$ cat src/rtl/hit_pkg.sv
// Shared types for the hit response controller: FSM state encoding and
// the counter width helper.
package hit_pkg;

    typedef enum logic [1:0] {
        ST_PLAY   = 2'd0,
        ST_INVULN = 2'd1,
        ST_OVER   = 2'd2
    } hit_state_e;

    // Bits needed to hold 0..max_val, never less than one.
    function automatic int cnt_w(input int max_val);
        return (max_val < 2) ? 1 : $clog2(max_val + 1);
    endfunction

endpackage

$ cat src/rtl/hit_response_ctrl_if.sv
// Bus between the collision judge / game control and the hit response controller.
interface hit_response_ctrl_if
    import hit_pkg::*;
#(
    parameter int LIVES_MAX = 7
);
    localparam int LIVES_W = cnt_w(LIVES_MAX);

    // No valid/ready here: frame_tick, restart and extra_life are single-cycle
    // pulses sampled at the clock edge, collision is a level; every output is
    // a registered level except hit_pulse, which is high for exactly one cycle.
    logic               frame_tick;
    logic               collision;
    logic               restart;
    logic               extra_life;
    logic [LIVES_W-1:0] lives;
    logic               hit_pulse;
    logic               invuln;
    logic               player_visible;
    logic               game_over;
    hit_state_e         state;

    modport master (
        output frame_tick, collision, restart, extra_life,
        input  lives, hit_pulse, invuln, player_visible, game_over, state
    );

    modport slave (
        input  frame_tick, collision, restart, extra_life,
        output lives, hit_pulse, invuln, player_visible, game_over, state
    );

endinterface

$ cat src/rtl/hit_response_ctrl_invuln_timer.sv
// Frame countdown for the invulnerability window plus the blink divider.
// done/blink are single-cycle strobes qualified by frame_tick.
module invuln_timer
    import hit_pkg::*;
#(
    parameter int INVULN_TICKS = 120,
    parameter int BLINK_PERIOD = 8
) (
    input  logic clk,
    input  logic rst,
    input  logic i_load,
    input  logic i_clear,
    input  logic i_frame_tick,
    output logic o_done,
    output logic o_blink
);
    localparam int CW = cnt_w(INVULN_TICKS);
    localparam int BW = cnt_w(BLINK_PERIOD);

    logic [CW-1:0] r_cnt;
    logic [BW-1:0] r_blink_cnt;
    logic          w_step;

    // Ticks only count while the window is open; a zero counter stays at zero.
    assign w_step  = i_frame_tick && (r_cnt != '0);
    assign o_done  = w_step && (r_cnt == CW'(1));
    assign o_blink = w_step && (r_blink_cnt == BW'(BLINK_PERIOD - 1));

    always_ff @(posedge clk or negedge rst) begin
        if (!rst) begin
            r_cnt       <= '0;
            r_blink_cnt <= '0;
        end else if (i_clear) begin
            r_cnt       <= '0;
            r_blink_cnt <= '0;
        end else if (i_load) begin
            r_cnt       <= CW'(INVULN_TICKS);
            r_blink_cnt <= '0;
        end else if (w_step) begin
            r_cnt       <= r_cnt - CW'(1);
            r_blink_cnt <= o_blink ? '0 : r_blink_cnt + BW'(1);
        end
    end

endmodule

$ cat src/rtl/hit_response_ctrl.sv
// Hit response controller: life counter, invulnerability/blink and game-over FSM.
// Optional feature: define HIT_EXTRA_LIFE_EN to let extra_life grant lives.
module hit_response_ctrl
    import hit_pkg::*;
#(
    parameter int LIVES_INIT   = 3,
    parameter int LIVES_MAX    = 7,
    parameter int INVULN_TICKS = 120,
    parameter int BLINK_PERIOD = 8
) (
    input  logic                 clk,
    input  logic                 rst,
    hit_response_ctrl_if.slave   bus
);
    localparam int LIVES_W = cnt_w(LIVES_MAX);

    hit_state_e         r_state;
    logic [LIVES_W-1:0] r_lives;
    logic               r_hit_pulse;
    logic               r_invuln;
    logic               r_visible;
    logic               r_game_over;

    logic w_hit;
    logic w_load;
    logic w_done;
    logic w_blink;
    logic w_ext_inc;

    // restart outranks everything, so it also suppresses a hit in the same cycle.
    assign w_hit  = (r_state == ST_PLAY) && bus.collision && !bus.restart;
    assign w_load = w_hit && (r_lives > LIVES_W'(1));

`ifdef HIT_EXTRA_LIFE_EN
    assign w_ext_inc = bus.extra_life && (r_state != ST_OVER) && !w_hit;
`else
    assign w_ext_inc = 1'b0;
`endif

    invuln_timer #(
        .INVULN_TICKS (INVULN_TICKS),
        .BLINK_PERIOD (BLINK_PERIOD)
    ) u_timer (
        .clk          (clk),
        .rst          (rst),
        .i_load       (w_load),
        .i_clear      (bus.restart),
        .i_frame_tick (bus.frame_tick),
        .o_done       (w_done),
        .o_blink      (w_blink)
    );

    always_ff @(posedge clk or negedge rst) begin
        if (!rst) begin
            r_state     <= ST_PLAY;
            r_lives     <= LIVES_W'(LIVES_INIT);
            r_hit_pulse <= 1'b0;
            r_invuln    <= 1'b0;
            r_visible   <= 1'b1;
            r_game_over <= 1'b0;
        end else if (bus.restart) begin
            r_state     <= ST_PLAY;
            r_lives     <= LIVES_W'(LIVES_INIT);
            r_hit_pulse <= 1'b0;
            r_invuln    <= 1'b0;
            r_visible   <= 1'b1;
            r_game_over <= 1'b0;
        end else begin
            r_hit_pulse <= 1'b0;
            if (w_ext_inc && (r_lives < LIVES_W'(LIVES_MAX)))
                r_lives <= r_lives + LIVES_W'(1);
            case (r_state)
                ST_PLAY: begin
                    if (w_hit) begin
                        r_hit_pulse <= 1'b1;
                        if (r_lives <= LIVES_W'(1)) begin
                            r_lives     <= '0;
                            r_state     <= ST_OVER;
                            r_game_over <= 1'b1;
                            r_visible   <= 1'b0;
                        end else begin
                            r_lives  <= r_lives - LIVES_W'(1);
                            r_state  <= ST_INVULN;
                            r_invuln <= 1'b1;
                        end
                    end
                end
                ST_INVULN: begin
                    // The final tick ends the window and forces the sprite back on.
                    if (w_done) begin
                        r_state   <= ST_PLAY;
                        r_invuln  <= 1'b0;
                        r_visible <= 1'b1;
                    end else if (w_blink) begin
                        r_visible <= !r_visible;
                    end
                end
                ST_OVER: begin
                    r_lives <= '0;
                end
                default: begin
                    r_state <= ST_PLAY;
                end
            endcase
        end
    end

    assign bus.lives          = r_lives;
    assign bus.hit_pulse      = r_hit_pulse;
    assign bus.invuln         = r_invuln;
    assign bus.player_visible = r_visible;
    assign bus.game_over      = r_game_over;
    assign bus.state          = r_state;

endmodule
$ cat src/flat_wrapper.sv
// flat-port wrapper written by rule: the top's interface ports become plain ports
module hit_response_ctrl_flat import hit_pkg::*;
#(
    parameter int LIVES_INIT   = 3,
    parameter int LIVES_MAX    = 7,
    parameter int INVULN_TICKS = 120,
    parameter int BLINK_PERIOD = 8
)
  (clk, rst, bus_frame_tick, bus_collision, bus_restart, bus_extra_life, bus_lives, bus_hit_pulse, bus_invuln, bus_player_visible, bus_game_over, bus_state);
  hit_response_ctrl_if #(.LIVES_MAX(LIVES_MAX)) bus_i ();
  input  logic clk;
  input  logic rst;
  input wire logic [$bits(bus_i.frame_tick)-1:0] bus_frame_tick;
  input wire logic [$bits(bus_i.collision)-1:0] bus_collision;
  input wire logic [$bits(bus_i.restart)-1:0] bus_restart;
  input wire logic [$bits(bus_i.extra_life)-1:0] bus_extra_life;
  output wire logic [$bits(bus_i.lives)-1:0] bus_lives;
  output wire logic [$bits(bus_i.hit_pulse)-1:0] bus_hit_pulse;
  output wire logic [$bits(bus_i.invuln)-1:0] bus_invuln;
  output wire logic [$bits(bus_i.player_visible)-1:0] bus_player_visible;
  output wire logic [$bits(bus_i.game_over)-1:0] bus_game_over;
  output wire logic [$bits(bus_i.state)-1:0] bus_state;
  assign bus_i.frame_tick = bus_frame_tick;
  assign bus_i.collision = bus_collision;
  assign bus_i.restart = bus_restart;
  assign bus_i.extra_life = bus_extra_life;
  assign bus_lives = bus_i.lives;
  assign bus_hit_pulse = bus_i.hit_pulse;
  assign bus_invuln = bus_i.invuln;
  assign bus_player_visible = bus_i.player_visible;
  assign bus_game_over = bus_i.game_over;
  assign bus_state = bus_i.state;
  hit_response_ctrl #(.LIVES_INIT(LIVES_INIT), .LIVES_MAX(LIVES_MAX), .INVULN_TICKS(INVULN_TICKS), .BLINK_PERIOD(BLINK_PERIOD)) u_core (.clk(clk), .rst(rst), .bus(bus_i));
endmodule
$ cat config.mk
export PLATFORM = sky130hd
export DESIGN_NAME = hit_response_ctrl_flat
export DESIGN_NICKNAME = d
export VERILOG_FILES = /design/src/rtl/hit_pkg.sv /design/src/rtl/hit_response_ctrl_if.sv /design/src/rtl/hit_response_ctrl_invuln_timer.sv /design/src/rtl/hit_response_ctrl.sv /design/src/flat_wrapper.sv
export SDC_FILE = /design/constraint.sdc
export NUM_CORES = 1
export LEC_CHECK = 0
export CORE_MARGIN = 8
export CORE_UTILIZATION = 55
export DETAILED_ROUTE_END_ITERATION = 7
export HOLD_SLACK_MARGIN = 0.05
export PLACE_DENSITY = 0.88
export REMOVE_ABC_BUFFERS = 1
export SLEW_MARGIN = 15
export SYNTH_ARGS = -nofsm -noshare
export SYNTH_HDL_FRONTEND = slang
export SYNTH_SLANG_ARGS = --single-unit
$ cat constraint.sdc
create_clock -name clk -period 3.6 [get_ports clk]
set_input_delay 0.9 -clock clk [delete_from_list [all_inputs] [get_ports clk]]
set_output_delay 0.9 -clock clk [all_outputs]
set_load 0.01 [all_outputs]
Yosys cells after proc, flatten, opt, wreduce, memory -nomap -nowiden --
Cells that the tools add are included. Widths: inputs -> output; s select.
Word-level totals: output and inout bits 9, word-level logic and storage cells 78, bits of input ports 6, register bits 20
Operators by class: multiplexer cells 34, equality and inequality tests 10, reduce and logical (&&, ||, !) cells 21, $lt $le $gt $ge 2, $add $sub $neg 3
Operator list (count):
- $mux 7 | 3
- $mux 1 | 16
- $mux 4 | 4
- $mux 3 | 3
- $ne 3x3->1 const B | 3
- $reduce_bool 3->1 | 3
- $mux 2 | 4
- $reduce_and 4->1 | 2
- $eq 7x1->1 const B | 1
- $reduce_bool 7->1 | 1
- $sub 7x1->7 const B | 1
- $logic_and 1x1->1 | 6
- $pmux 2 s3 | 1
- $pmux 3 s2 | 1
- $reduce_and 3->1 | 2
- $reduce_bool 2->1 | 3
- $add 4x1->4 const B | 1
- $eq 4x3->1 const B | 1
- $ne 4x4->1 const B | 1
- $pmux 1 s2 | 2
- $gt 3x1->1 const B | 1
- $le 3x1->1 const B | 1
- $ne 3x2->1 const B | 1
- $sub 3x1->3 const B | 1
- 6 further kinds | 7

Longest topological paths before layout --
depth in word-level cells 7, mapped depth 6, mapped depth without buffers 6

Hierarchy --
From an unflattened synthesis, not the netlist that was laid out.
Unflattened totals: cell total of the unflattened synthesis 130, area total of the unflattened synthesis 1238.7 sq um
By module, submodules not included:
- invuln_timer | area each 708.2 sq um, cells each 75, sequential area each 275.3 sq um, times used 1
- hit_response_ctrl | area each 530.5 sq um, cells each 55, sequential area each 229.0 sq um, times used 1

Worst setup path before layout --
Ideal clock, no wire load.
kind input-to-reg, start point input bus_frame_tick, end point register u_core.u_timer.r_cnt[5], buffers on the path 0, arrival time 1954 ps, slack 1508 ps, setup time 138 ps, cell stages on the path 4, cells stage by stage or4b_4 > a2111oi_2 > xnor2_1 > o22ai_1
On the way: word-level cells in the longest chain between the ends 2
RTL lines:
- from (decl) | RTL line flat_wrapper.sv:13 | input wire logic [$bits(bus_i.frame_tick)-1:0] bus_frame_tick;
- $logic_and 1x1->1 | RTL line hit_response_ctrl_invuln_timer.sv:25 | assign w_step = i_frame_tick && (r_cnt != '0);
- $reduce_bool 3->1 (no line)
- to (signal assigned) | RTL line hit_response_ctrl_invuln_timer.sv:37 | r_cnt <= CW'(INVULN_TICKS);
- to (signal assigned) | RTL line hit_response_ctrl_invuln_timer.sv:40 | r_cnt <= r_cnt - CW'(1);
- to (decl) | RTL line hit_response_ctrl_invuln_timer.sv:20 | logic [CW-1:0] r_cnt;
No other way between the ends. A chain may end at the register's enable or synchronous reset.

Final worst setup path --
Ends and elaborated chain as after synthesis.

==> impl_metrics.json <==
{
  "max_cap_violations": 0,
  "crit_family": "buffers and inverters",
  "drc": 0,
  "vias": 893,
  "cp_max_fo": 5,
  "cts.clk_slew.worst_paths_ps": 110,
  "ir_drop_mv": 0.349,
  "synth_ff_type": "dfrtp_1",
  "status": "completed",
  "cpPeakStageDelay_ps": 550,
  "hold_violations": 0,
  "fmax_mhz": 405,
  "cts-resized-gates": 0,
  "yosysWarnings": 0,
  "seqPwrFrac_pct": 46.8,
  "cts_num_sinks": 20,
  "ant_nets": 0,
  "synthCells": 107,
  "io_buffers": 13,
  "synth-async-reset-ratio_pct": 100,
  "synth_compound_area_share_pct": 21.4,
  "setup_viol": 0,
  "ys_ff_latch": 20,
  "cts_made_buffers": 3,
  "holdPathStages": 2,
  "first_iter_violations": 26,
  "diodes": 0,
  "synth_top_area_share_pct": 39.5,
  "grt_pass1_vias": 886,
  "rsz0062_at_grt": "no",
  "grt-ovfl-total": 0,
  "routed_wl_um": 2210,
  "vias_per_cell": 5.95,
  "drt_first_pass_iters": 4,
  "avgSynthCellArea_um2": 10.1,
  "layout_min_cycle_time_ps": 2470,
  "cts_setup_buffers": 0,
  "cp.required_ps": 3780,
  "grt_pass1_wl_um": 3710,
  "dp_cells": 146,
  "comb_power_share_pct": 37.4,
  "fin_tns_setup_ps": 0,
  "routabilityCongestion": 0.839,
  "swShare_pct": 35.9,
  "synth_edf_count": 0,
  "finalWorstSetupSlack_ps": 1130,
  "reg2reg_slack_ps": 1450,
  "clkPwrFrac_pct": 15.8,
  "synth_xor_xnor_area_share_pct": 2.44,
  "cp-start-kind": "input pin",
  "finalCritPeriodShare_pct": 68.6,
  "end_kind": "flip-flop",
  "netlist_top_cells_area": "dfrtp_1 40%, dfstp_2 7.3%, ha_1 5.8%",
  "cts.root.buffer_cell": "clkbuf_4",
  "leakage_nw": 0.535,
  "yosys.area_share.simple_pct": 17.4,
  "slew_headroom_pct": 41.7,
  "rows": 16,
  "grt_start_max_net_pins": 21,
  "place_hpwl_um": 1680,
  "cts_max_level": 1,
  "switchingPower_mw": 0.244,
  "wl_per_cell_um": 14.7,
  "cp-startpoint": "bus_frame_tick",
  "synth_area_leader_cell": "dfrtp_1",
  "synth-seq-area-share_pct": 46.9,
  "synth_commonest_cells": "17 x dfrtp_1, 12 x a21oi_1, 10 x nor2_1, 7 x inv_1, 6 x nand2_1",
  "timing.rr.start": "u_core.u_timer.r_cnt[0]",
  "r2r-end": "u_core.bus.player_visible",
  "start_util_pct": 56.6,
  "power.density_nw_per_um2": 538,
  "layout.cells.non_filler": 150,
  "clk_latency_ps": 290,
  "core_um2": 1900,
  "finClkSkew_ps": 4.16,
  "hold_buffers": 0,
  "ys_types": 36,
  "synth_area_um2": 1080,
  "critPathBufInv": 1,
  "muxShareOfSynthArea_pct": 2.91,
  "crit_type": "in -> reg",
  "die_w_um": 60.2,
  "synthMostInstantiatedCell": "dfrtp_1",
  "clk_path_buf_depth": 2,
  "worstMarginPinSlew_ps": 871,
  "dp_slack_ps": 823,
  "cts_tree": "yes",
  "fp.dieH_um": 60.2,
  "drive_gt1_share_pct": 12.2,
  "hold_start": "u_core.bus.game_over",
  "dieArea_um2": 3630,
  "slew_viol_final": 0,
  "worstHoldEndpoint": "u_core.bus.game_over",
  "hold_path_class": "reg -> reg",
  "layout.nets": 135,
  "utilization_pct": 66.6,
  "area_delta_synth_final_pct": 17.7,
  "synth_top_family_by_area": "compound AO/OA/AOI/OAI gates",
  "cp.arrival_ps": 2650,
  "synth_fa_ha_area_share_pct": 5.81,
  "ios": 15,
  "crit_slowest_cell": "clkdlybuf4s50_1",
  "intPower_mw": 0.437,
  "antenna_found_initial": 0,
  "grt_usage_pct": 13.3,
  "r2r_cells": 6,
  "path_cells": "clkdlybuf4s50_1 -> or4b_4 -> a2111oi_2 -> xnor2_1 -> o22ai_1"
}
-- cell type report --
cell class              instances  area (um^2)
clock buffers                   4         26.3
fillers                       174          636
inverters                       7         26.3
multi-input cells              78          538
flip-flops and latches         20          504
well taps                      27         33.8
repair buffers                 14          138
-- sequential cells by signal, summed over array words and instances, names as in the netlist --
register                    count
u_core.u_timer.r_cnt            7
u_core.u_timer.r_blink_cnt      4
u_core.bus.lives                3
u_core.bus.state                2
u_core.bus.game_over            1
u_core.bus.hit_pulse            1
u_core.bus.invuln               1
u_core.bus.player_visible       1
-- worst reg2reg max path, stage by stage (launching register included) --
cell,delay (ps)
dfrtp_1,420
inv_1,100
ha_1,270
and4bb_2,280
a2111oi_0,600
o41ai_1,170
a32o_1,240
-- through the flow --
step / power [mW] / hold slack (ps) / area (um^2)
floorplan: 0.492 / 517 / 1070
detailed placement: 0.578 / 489 / 1240
global placement: 0.563 / 495 / 1240
global route: 0.727 / 543 / 1270
CTS: 0.686 / 518 / 1270
finish: 0.681 / 519 / 1270
-- cell usage in the layout (no fill, tap or decap), types with 2 or more instances in the layout --
cell type,count
a211oi_1,3
a21oi_1,12
clkbuf_4,3
clkdlybuf4s50_1,13
dfrtp_1,17
dfstp_2,3
ha_1,5
inv_1,7
mux2i_1,2
nand2_1,6
nand2b_1,4
nor2_1,10
nor3_1,4
o21ai_0,5
o22ai_1,2
o31ai_1,2
or3_1,2
xnor2_1,2
-- power by group through the flow --
stage	registers [mW]	logic (mW)	clock network [mW]
after floorplan	0.319	0.174	0
after global placement	0.319	0.245	0
after detailed placement	0.322	0.256	0
after CTS	0.318	0.258	0.110
after global routing	0.325	0.283	0.119
final	0.319	0.255	0.107
-- logic make-up (layout without fill, tap and decap cells) --
| family | Yosys count | after routing |
|---|---|---|
| adders and majority gates | 5 | 5 |
| DFF | 20 | 20 |
| buffers and inverters | 9 | 25 |
| AOI/OAI and AO/OA | 34 | 34 |
| and+or+nand+nor | 33 | 33 |
| muxes | 3 | 3 |
| xor gates and xnor gates | 3 | 3 |
-- worst max path at each step --
stage                                     end  slack (ps)  depth (start not counted)
floorplan             u_core.u_timer.r_cnt[5]        1510                          4
global placement      u_core.u_timer.r_cnt[5]         880                          5
detailed placement    u_core.u_timer.r_cnt[5]         820                          5
CTS                   u_core.u_timer.r_cnt[5]        1140                          5
global route        u_core.bus.player_visible         920                          5
finish                u_core.u_timer.r_cnt[5]        1130                          5
-- routing by layer --
metal,up-vias,global-route usage (%),routed length (um)
li1,427,-,-
met1,446,14.6,948
met2,18,23.5,1150
met3,2,2.80,101
met4,0,6.46,12
met5,-,0,0
(Power assumes the default switching activity.)
